## src/rtl/cache_mem_arbiter.sv

```systemverilog
// Arbiter for the single physical-memory port shared by the I-cache and
// D-cache miss paths. The winning request is registered on the grant edge
// and drives pmem_* unchanged until the memory completes.
//
// state      | meaning
// -----------+-------------------------------------------------------------
// ST_IDLE    | no transaction; evaluates current-cycle requests
// ST_GRANT_I | I-cache line read in flight on pmem
// ST_GRANT_D | D-cache line read or write-back in flight on pmem
module cache_mem_arbiter #(
  parameter int LINE_W       = 256,
  parameter int STARVE_LIMIT = 4
) (
  input  logic              clk,
  input  logic              rst_n,
  input  logic              i_read,
  input  logic [31:0]       i_address,
  output logic [LINE_W-1:0] i_rdata,
  output logic              i_resp,
  input  logic              d_read,
  input  logic              d_write,
  input  logic [31:0]       d_address,
  input  logic [LINE_W-1:0] d_wdata,
  output logic [LINE_W-1:0] d_rdata,
  output logic              d_resp,
  output logic              pmem_read,
  output logic              pmem_write,
  output logic [31:0]       pmem_address,
  output logic [LINE_W-1:0] pmem_wdata,
  input  logic [LINE_W-1:0] pmem_rdata,
  input  logic              pmem_resp,
  output logic [1:0]        arb_state
);

  localparam logic [1:0] ST_IDLE    = 2'd0;
  localparam logic [1:0] ST_GRANT_I = 2'd1;
  localparam logic [1:0] ST_GRANT_D = 2'd2;

  localparam logic [3:0] STARVE_MAX = 4'(STARVE_LIMIT);

  logic [1:0]        state_q, state_d;
  logic [3:0]        starve_cnt_q, starve_cnt_d;
  logic              cmd_write_q, cmd_write_d;
  logic [31:0]       addr_q, addr_d;
  logic [LINE_W-1:0] wdata_q, wdata_d;

  logic d_req;
  logic i_forced;
  logic granted;

  assign d_req    = d_read | d_write;
  // I wins a contested IDLE cycle only once D has used up its streak
  assign i_forced = i_read & (starve_cnt_q == STARVE_MAX);

  // Next-state, grant capture and starvation bookkeeping
  always_comb begin
    state_d      = state_q;
    starve_cnt_d = starve_cnt_q;
    cmd_write_d  = cmd_write_q;
    addr_d       = addr_q;
    wdata_d      = wdata_q;
    unique case (state_q)
      ST_IDLE: begin
        if (d_req && !i_forced) begin
          state_d     = ST_GRANT_D;
          // read+write together is a write-back
          cmd_write_d = d_write;
          addr_d      = d_address;
          wdata_d     = d_wdata;
          if (i_read) begin
            starve_cnt_d = (starve_cnt_q >= STARVE_MAX) ? STARVE_MAX
                                                        : starve_cnt_q + 4'd1;
          end else begin
            starve_cnt_d = 4'd0;
          end
        end else if (i_read) begin
          state_d      = ST_GRANT_I;
          cmd_write_d  = 1'b0;
          addr_d       = i_address;
          wdata_d      = d_wdata;
          starve_cnt_d = 4'd0;
        end
      end
      ST_GRANT_I, ST_GRANT_D: begin
        // requests are not re-examined until the grant completes
        if (pmem_resp) begin
          state_d = ST_IDLE;
        end
      end
      default: begin
        state_d = ST_IDLE;
      end
    endcase
  end

  // State and captured command registers; reset aborts any transaction
  always_ff @(posedge clk or negedge rst_n) begin
    if (!rst_n) begin
      state_q      <= ST_IDLE;
      starve_cnt_q <= 4'd0;
      cmd_write_q  <= 1'b0;
      addr_q       <= 32'd0;
      wdata_q      <= '0;
    end else begin
      state_q      <= state_d;
      starve_cnt_q <= starve_cnt_d;
      cmd_write_q  <= cmd_write_d;
      addr_q       <= addr_d;
      wdata_q      <= wdata_d;
    end
  end

  // Memory commands decode registered state only, so they cannot glitch
  assign granted      = (state_q != ST_IDLE);
  assign pmem_read    = granted & ~cmd_write_q;
  assign pmem_write   = granted & cmd_write_q;
  assign pmem_address = addr_q;
  assign pmem_wdata   = wdata_q;

  // Completion reaches only the current owner, with no added latency
  assign i_resp    = (state_q == ST_GRANT_I) & pmem_resp;
  assign d_resp    = (state_q == ST_GRANT_D) & pmem_resp;
  assign i_rdata   = pmem_rdata;
  assign d_rdata   = pmem_rdata;
  assign arb_state = state_q;

endmodule

```

## config.mk

```make
export PLATFORM = sky130hd
export DESIGN_NAME = cache_mem_arbiter
export DESIGN_NICKNAME = d
export VERILOG_FILES = /design/src/rtl/cache_mem_arbiter.sv
export SDC_FILE = /design/constraint.sdc
export NUM_CORES = 1
export LEC_CHECK = 0
export ABC_AREA = 1
export BUFFER_PORTS_ARGS = -buffer_cell sky130_fd_sc_hd__buf_4
export CORE_AREA = 10 10 526 528
export CTS_CLUSTER_DIAMETER = 30
export DETAILED_ROUTE_END_ITERATION = 8
export DIE_AREA = 0 0 536 538
export SYNTH_ARGS = -nofsm -noshare
export SYNTH_HDL_FRONTEND = slang
export SYNTH_SLANG_ARGS = --single-unit
```

## constraint.sdc

```tcl
create_clock -name clk -period 1.8 [get_ports clk]
set_input_delay 0.09 -clock clk [delete_from_list [all_inputs] [get_ports clk]]
set_output_delay 0.09 -clock clk [all_outputs]
set_load 0.02 [all_outputs]
```

; Word-level counts from Yosys, hierarchy flattened
; Cells that the tools add are included.
[word_totals]
reg_bits = 295
memories = 0
ram_bits = 0
rom_bits = 0
latch_bits = 0
out_inout_bits = 806
[classes]
n_lt_le_gt_ge = 1
n_mux = 14
eq_ne = 5
reduce_logical = 8
multipliers = 0
div_mod_pow = 0
bitwise = 7
n_shift = 0
addsub = 1
[ops]
columns = operator, n
row1 = 256-bit two-way mux, 2
row2 = 32-bit two-way mux, 2
row3 = 4-bit two-way mux, 4
row4 = 2-bit two-way mux, 3
row5 = 1-bit bitwise AND, 5
row6 = 4-bit by 1-bit adder with 4-bit output (second input constant), 1
row7 = 4-bit by 3-bit equality test with 1-bit output (second input constant), 1
row8 = 4-bit by 3-bit >= comparator with 1-bit output (second input constant), 1
row9 = 2-bit case mux with 2 select lines, 1
row10 = 2-bit AND reduction, 2
row11 = 2-bit nonzero test, 2
row12 = 3-bit != test (second input constant), 1
row13 = 2-bit by 1-bit equality test with 1-bit output (second input constant), 1
row14 = 2-bit equality test (second input constant), 1
row15 = 2-bit zero test, 1
row16 = 1-bit two-way mux, 2
row17 = 2-bit != test (second input constant), 1
row18 = 2-bit OR reduction, 1
row19 = 1-bit logical AND, 1
row20 = 1-bit zero test, 1
row21 = 1-bit NOT, 1
row22 = 1-bit OR, 1

; Longest topological paths before layout
[depth]
ltp_word = 6
mapped_depth = 10

; Least setup slack after synthesis
; OpenSTA, ideal clock, no wires.
[synth_timing]
path_type = register to register
startpoint = register state_q[0] (netlist: arb_state[0])
endpoint = register addr_q[24] (netlist: pmem_address[24])
arrival_ns = 1.381
path_buffers = 2
required_time_ns = 1.682
stages_incl_launch_ff = 9
setup_time_ns = 0.118
path_slack_ns = 0.301
period_less_slack_ns = 1.499
path_cell_list = dfrtp_1 inv_1 ha_1 nand2_4 inv_4 buf_6 buf_6 nand3_1 nand2_1
[synth_between]
elab_chain_cells = 2
[synth_lines]
columns = item, line
row1 = "start, declared", 41  ; logic [1:0] state_q, state_d;
row2 = "start signal, assigned", 105  ; state_q <= state_d;
row3 = 2-bit zero test, 62  ; unique case (state_q)
row4 = 2-bit AND reduction (no line), --
row5 = "end signal, assigned", 108  ; addr_q <= addr_d;
row6 = "end, declared", 44  ; logic [31:0] addr_q, addr_d;
; No other way between the ends.
; A chain may end at the register's enable or synchronous reset.

; Worst setup path in the final report
[layout_timing]
startpoint = register state_q[1] (netlist: arb_state[1])
endpoint = output port pmem_read
[layout_between]
elab_chain_cells = 2
[layout_lines]
columns = item, line
row1 = 2-bit nonzero test, 114  ; assign granted = (state_q != ST_IDLE);
row2 = 1-bit bitwise AND, 115  ; assign pmem_read = granted & ~cmd_write_q;
row3 = "end, declared", 26  ; output logic pmem_read,
; No other way between the ends.

==> flow_metrics.env <==
export IMPL_period_share_pct=96.1
export IMPL_core_rowCount=190
export IMPL_numCtsBuffers=98
export IMPL_dieArea_um2=288000
export IMPL_place_area_um2=21400
export IMPL_worst_r2r_setup_slack_ns=0.13
export IMPL_avgViaCountPerCell=2.48
export IMPL_nNetsFinal=3042
export IMPL_cp_start_kind="flop"
export IMPL_cts_sinks=295
export IMPL_hold_violations=0
export IMPL_synth_xor_area_share_pct=0
export IMPL_grt_pass1_vias=15900
export IMPL_max_freq_mhz=578
export IMPL_placedCellCount=5580
export IMPL_via_count=15100
export IMPL_skew_ns=0.0225
export IMPL_initial_core_util_pct=6.00
export IMPL_synthArstFlopShare_pct=100
export IMPL_hold_class="in -> reg"
export IMPL_io_buffers=619
export IMPL_yosysSeqAreaShare_pct=46.2
export IMPL_drtIter0Drc=1092
export IMPL_synth_area_top_cells="dfrtp_1, buf_4, nand2_1"
export IMPL_internal_power_uw=30900
export IMPL_p_leak_uw=0.0133
export IMPL_seqPwrFrac_pct=23.5
export IMPL_ios=1388
export IMPL_synth_most_common_cell="nand2_1"
export IMPL_grt_overflow_total=0
export IMPL_finalPower_uw=55000
export IMPL_antenna_found_initial=72
export IMPL_die_height_um=538
export IMPL_grt_usage_pct=11.7
export IMPL_synth_mux_area_share_pct=0
export IMPL_slew_violations=0
export IMPL_dieWidth_um=536
export IMPL_crit_chain="inv_2 -> ha_4 -> nor2_4 -> buf_8"
export IMPL_ys_warnings_count=0
export IMPL_dp_hpwl_mm=156
export IMPL_areaGrowthSynthToFinish_pct=77.2
export IMPL_rsz0062_at_grt="yes"
export IMPL_cts_tree="built"
export IMPL_yosys_area_share_simple_pct=23.5
export IMPL_ys_flop_type="dfrtp_1"
export IMPL_synthAdderAreaFrac_pct=0.391
export IMPL_place_gp_congestion=0.962
export IMPL_maxCapViolations=0
export IMPL_clkPwrFrac_pct=33.8
export IMPL_firstDrtPassIters=5
export IMPL_endpoint_kind="output pin"
export IMPL_setup_viol=0
export IMPL_grt_pass1_wl_mm=211
export IMPL_grt_max_degree=49
export IMPL_ys_ff_latch=295
export IMPL_clockRootBuffer="clkbuf_16"
export IMPL_worst_slack_ns=0.0694
export IMPL_fin_crit_ns=1.73
export IMPL_syn_inst=1931
export IMPL_synthTopCellsByCount="nand2_1, buf_4, dfrtp_1"
export IMPL_final_cells=6098
export IMPL_clock_latency_ns=0.69
export IMPL_synth_top_family_by_area="buffers and inverters"
export IMPL_synth_area_um2=16000
export IMPL_drive_above_1_share_pct=34.8
export IMPL_peakVddDrop_mv=0.747
export IMPL_drc=0
export IMPL_synth_compound_area_share_pct=0.0939
export IMPL_synth_edff_count=0
export IMPL_design_area_um2=28300
export IMPL_avgSynthCellArea_um2=8.28
export IMPL_cts_htree_levels=3
export IMPL_p_sw_uw=24100
export IMPL_relSlewSlack_pct=67.4
export IMPL_drt_total_wl_mm=177
export IMPL_synth_cell_types=18
export IMPL_synth_top_cell_by_area="dfrtp_1"
export IMPL_pre_cts_slack_ns=0.133
export IMPL_slowest_delay_ns=0.39
export IMPL_post_drt_wl_per_cell_um=29.1
export IMPL_outcome="finished clean"
export IMPL_finalHoldWorstSlack_ns=0.132
export IMPL_crit_fanout=5
export IMPL_power_frac_comb_pct=42.7
export IMPL_drtAntennaViolNets=0
export IMPL_clockBufferDepth=3
export IMPL_sw_frac_of_total_pct=43.8
export IMPL_core_um2=266000
export IMPL_synth_top_cell_area_share_pct=46.2
export IMPL_cp_data_arrival_time_ns=1.64
export IMPL_worst_slew_pin_slew_ns=0.489
export IMPL_synth_nets=2518
export IMPL_cpMaxStageDelayCell="dfrtp_1"
export IMPL_power_density_nw_per_um2=1940
export IMPL_crit_type="reg -> out"
export IMPL_critPathRequiredTime_ns=1.71
export IMPL_clkTransAtPathRegs_ns=0.05
## registers in the layout, indices dropped and copies added, names as in the netlist
register,flops
pmem_address,32
arb_state,2
pmem_wdata,256
cmd_write_q,1
starve_cnt_q,4
## cell families after synthesis
logic type / count (synthesis)
adders and majority gates: 5
and+or+nand+nor: 963
DFF: 295
buffers and inverters: 665
AOI/OAI and AO/OA: 3
## metrics by stage
step                      util (%)  setup TNS (ns)
after floorplan                  -               0
after global placement        8.02               0
after detailed placement      8.02               0
after CTS                     10.6         -0.0222
after global routing          10.6         -0.0570
final                         10.6               0
## layer usage
layer / GRT usage [%] / wire [µm] / vias to the layer above
li1: - / - / 6366
met1: 8.62 / 43800 / 6740
met2: 16.9 / 72500 / 1455
met3: 15.1 / 50300 / 530
met4: 5.86 / 10800 / 12
met5: 0 / 82 / -
## worst max-delay path: cells and delay by family (launching register included)
| kind | cells | cell delay, ns |
|---|---|---|
| DFF | 1 | 0.39 |
| buffers and inverters | 2 | 0.25 |
| adders and majority gates | 1 | 0.24 |
| and+or+nand+nor | 1 | 0.06 |
## layout make-up
cell class	instances	area [µm²]
antenna	8	20.0
clock buffer	128	2800
clock inverter	55	788
fill	30600	238000
inverter	80	313
multi-input combinational	971	3890
sequential	295	7380
tap	3552	4440
timing repair buffer	1009	8680
## placed cells by master (no fill, tap or decap), types with 2 or more instances in the layout
cell type and instances:
o21ai_0 2, clkinv_16 4, clkbuf_16 99, nand2_2 2, dlygate4sd3_1 325, dfrtp_1 295
clkinvlp_4 10, clkinv_2 22, nor2_1 5, nand2_1 882, nand3_2 9, nand3_1 60
ha_4 2, ha_1 3, clkbuf_1 8, buf_6 4, bufinv_16 14, inv_2 5
diode_2 8, inv_1 74, clkbuf_8 21, nor2_4 2, buf_8 2, clkinv_4 3
clkinv_8 2, buf_12 21, buf_4 657
## timing repair
item / 4_1_cts / 5_1_grt
pin swaps: 2 / 1
hold buffers: 326 / 0
setup endpoints to repair: 3 / 3
gates resized for setup: 18 / 1
setup buffers: 0 / 2
hold endpoints to repair: 589 / 0
## worst paths after layout
path                                start                to  depth (start not counted)
hold reg to reg            pmem_wdata[28]    pmem_wdata[28]                          2
max in group asynchronous           rst_n    pmem_wdata[92]                          3
setup reg to reg             arb_state[1]    pmem_wdata[48]                          8
hold / removal               d_wdata[221]   pmem_wdata[221]                          4
setup / recovery             arb_state[1]         pmem_read                          4
min in group asynchronous           rst_n  pmem_address[28]                          3
## power groups by stage
stage	clock [µW]	combinational, µW	sequential (µW)
after floorplan	0	8250	15700
after global placement	0	23400	12800
after detailed placement	0	23400	12800
after CTS	19100	24300	12800
after global routing	19400	25600	13200
final	18600	23500	12900
Note: power is estimated with default switching activity, not from simulation.
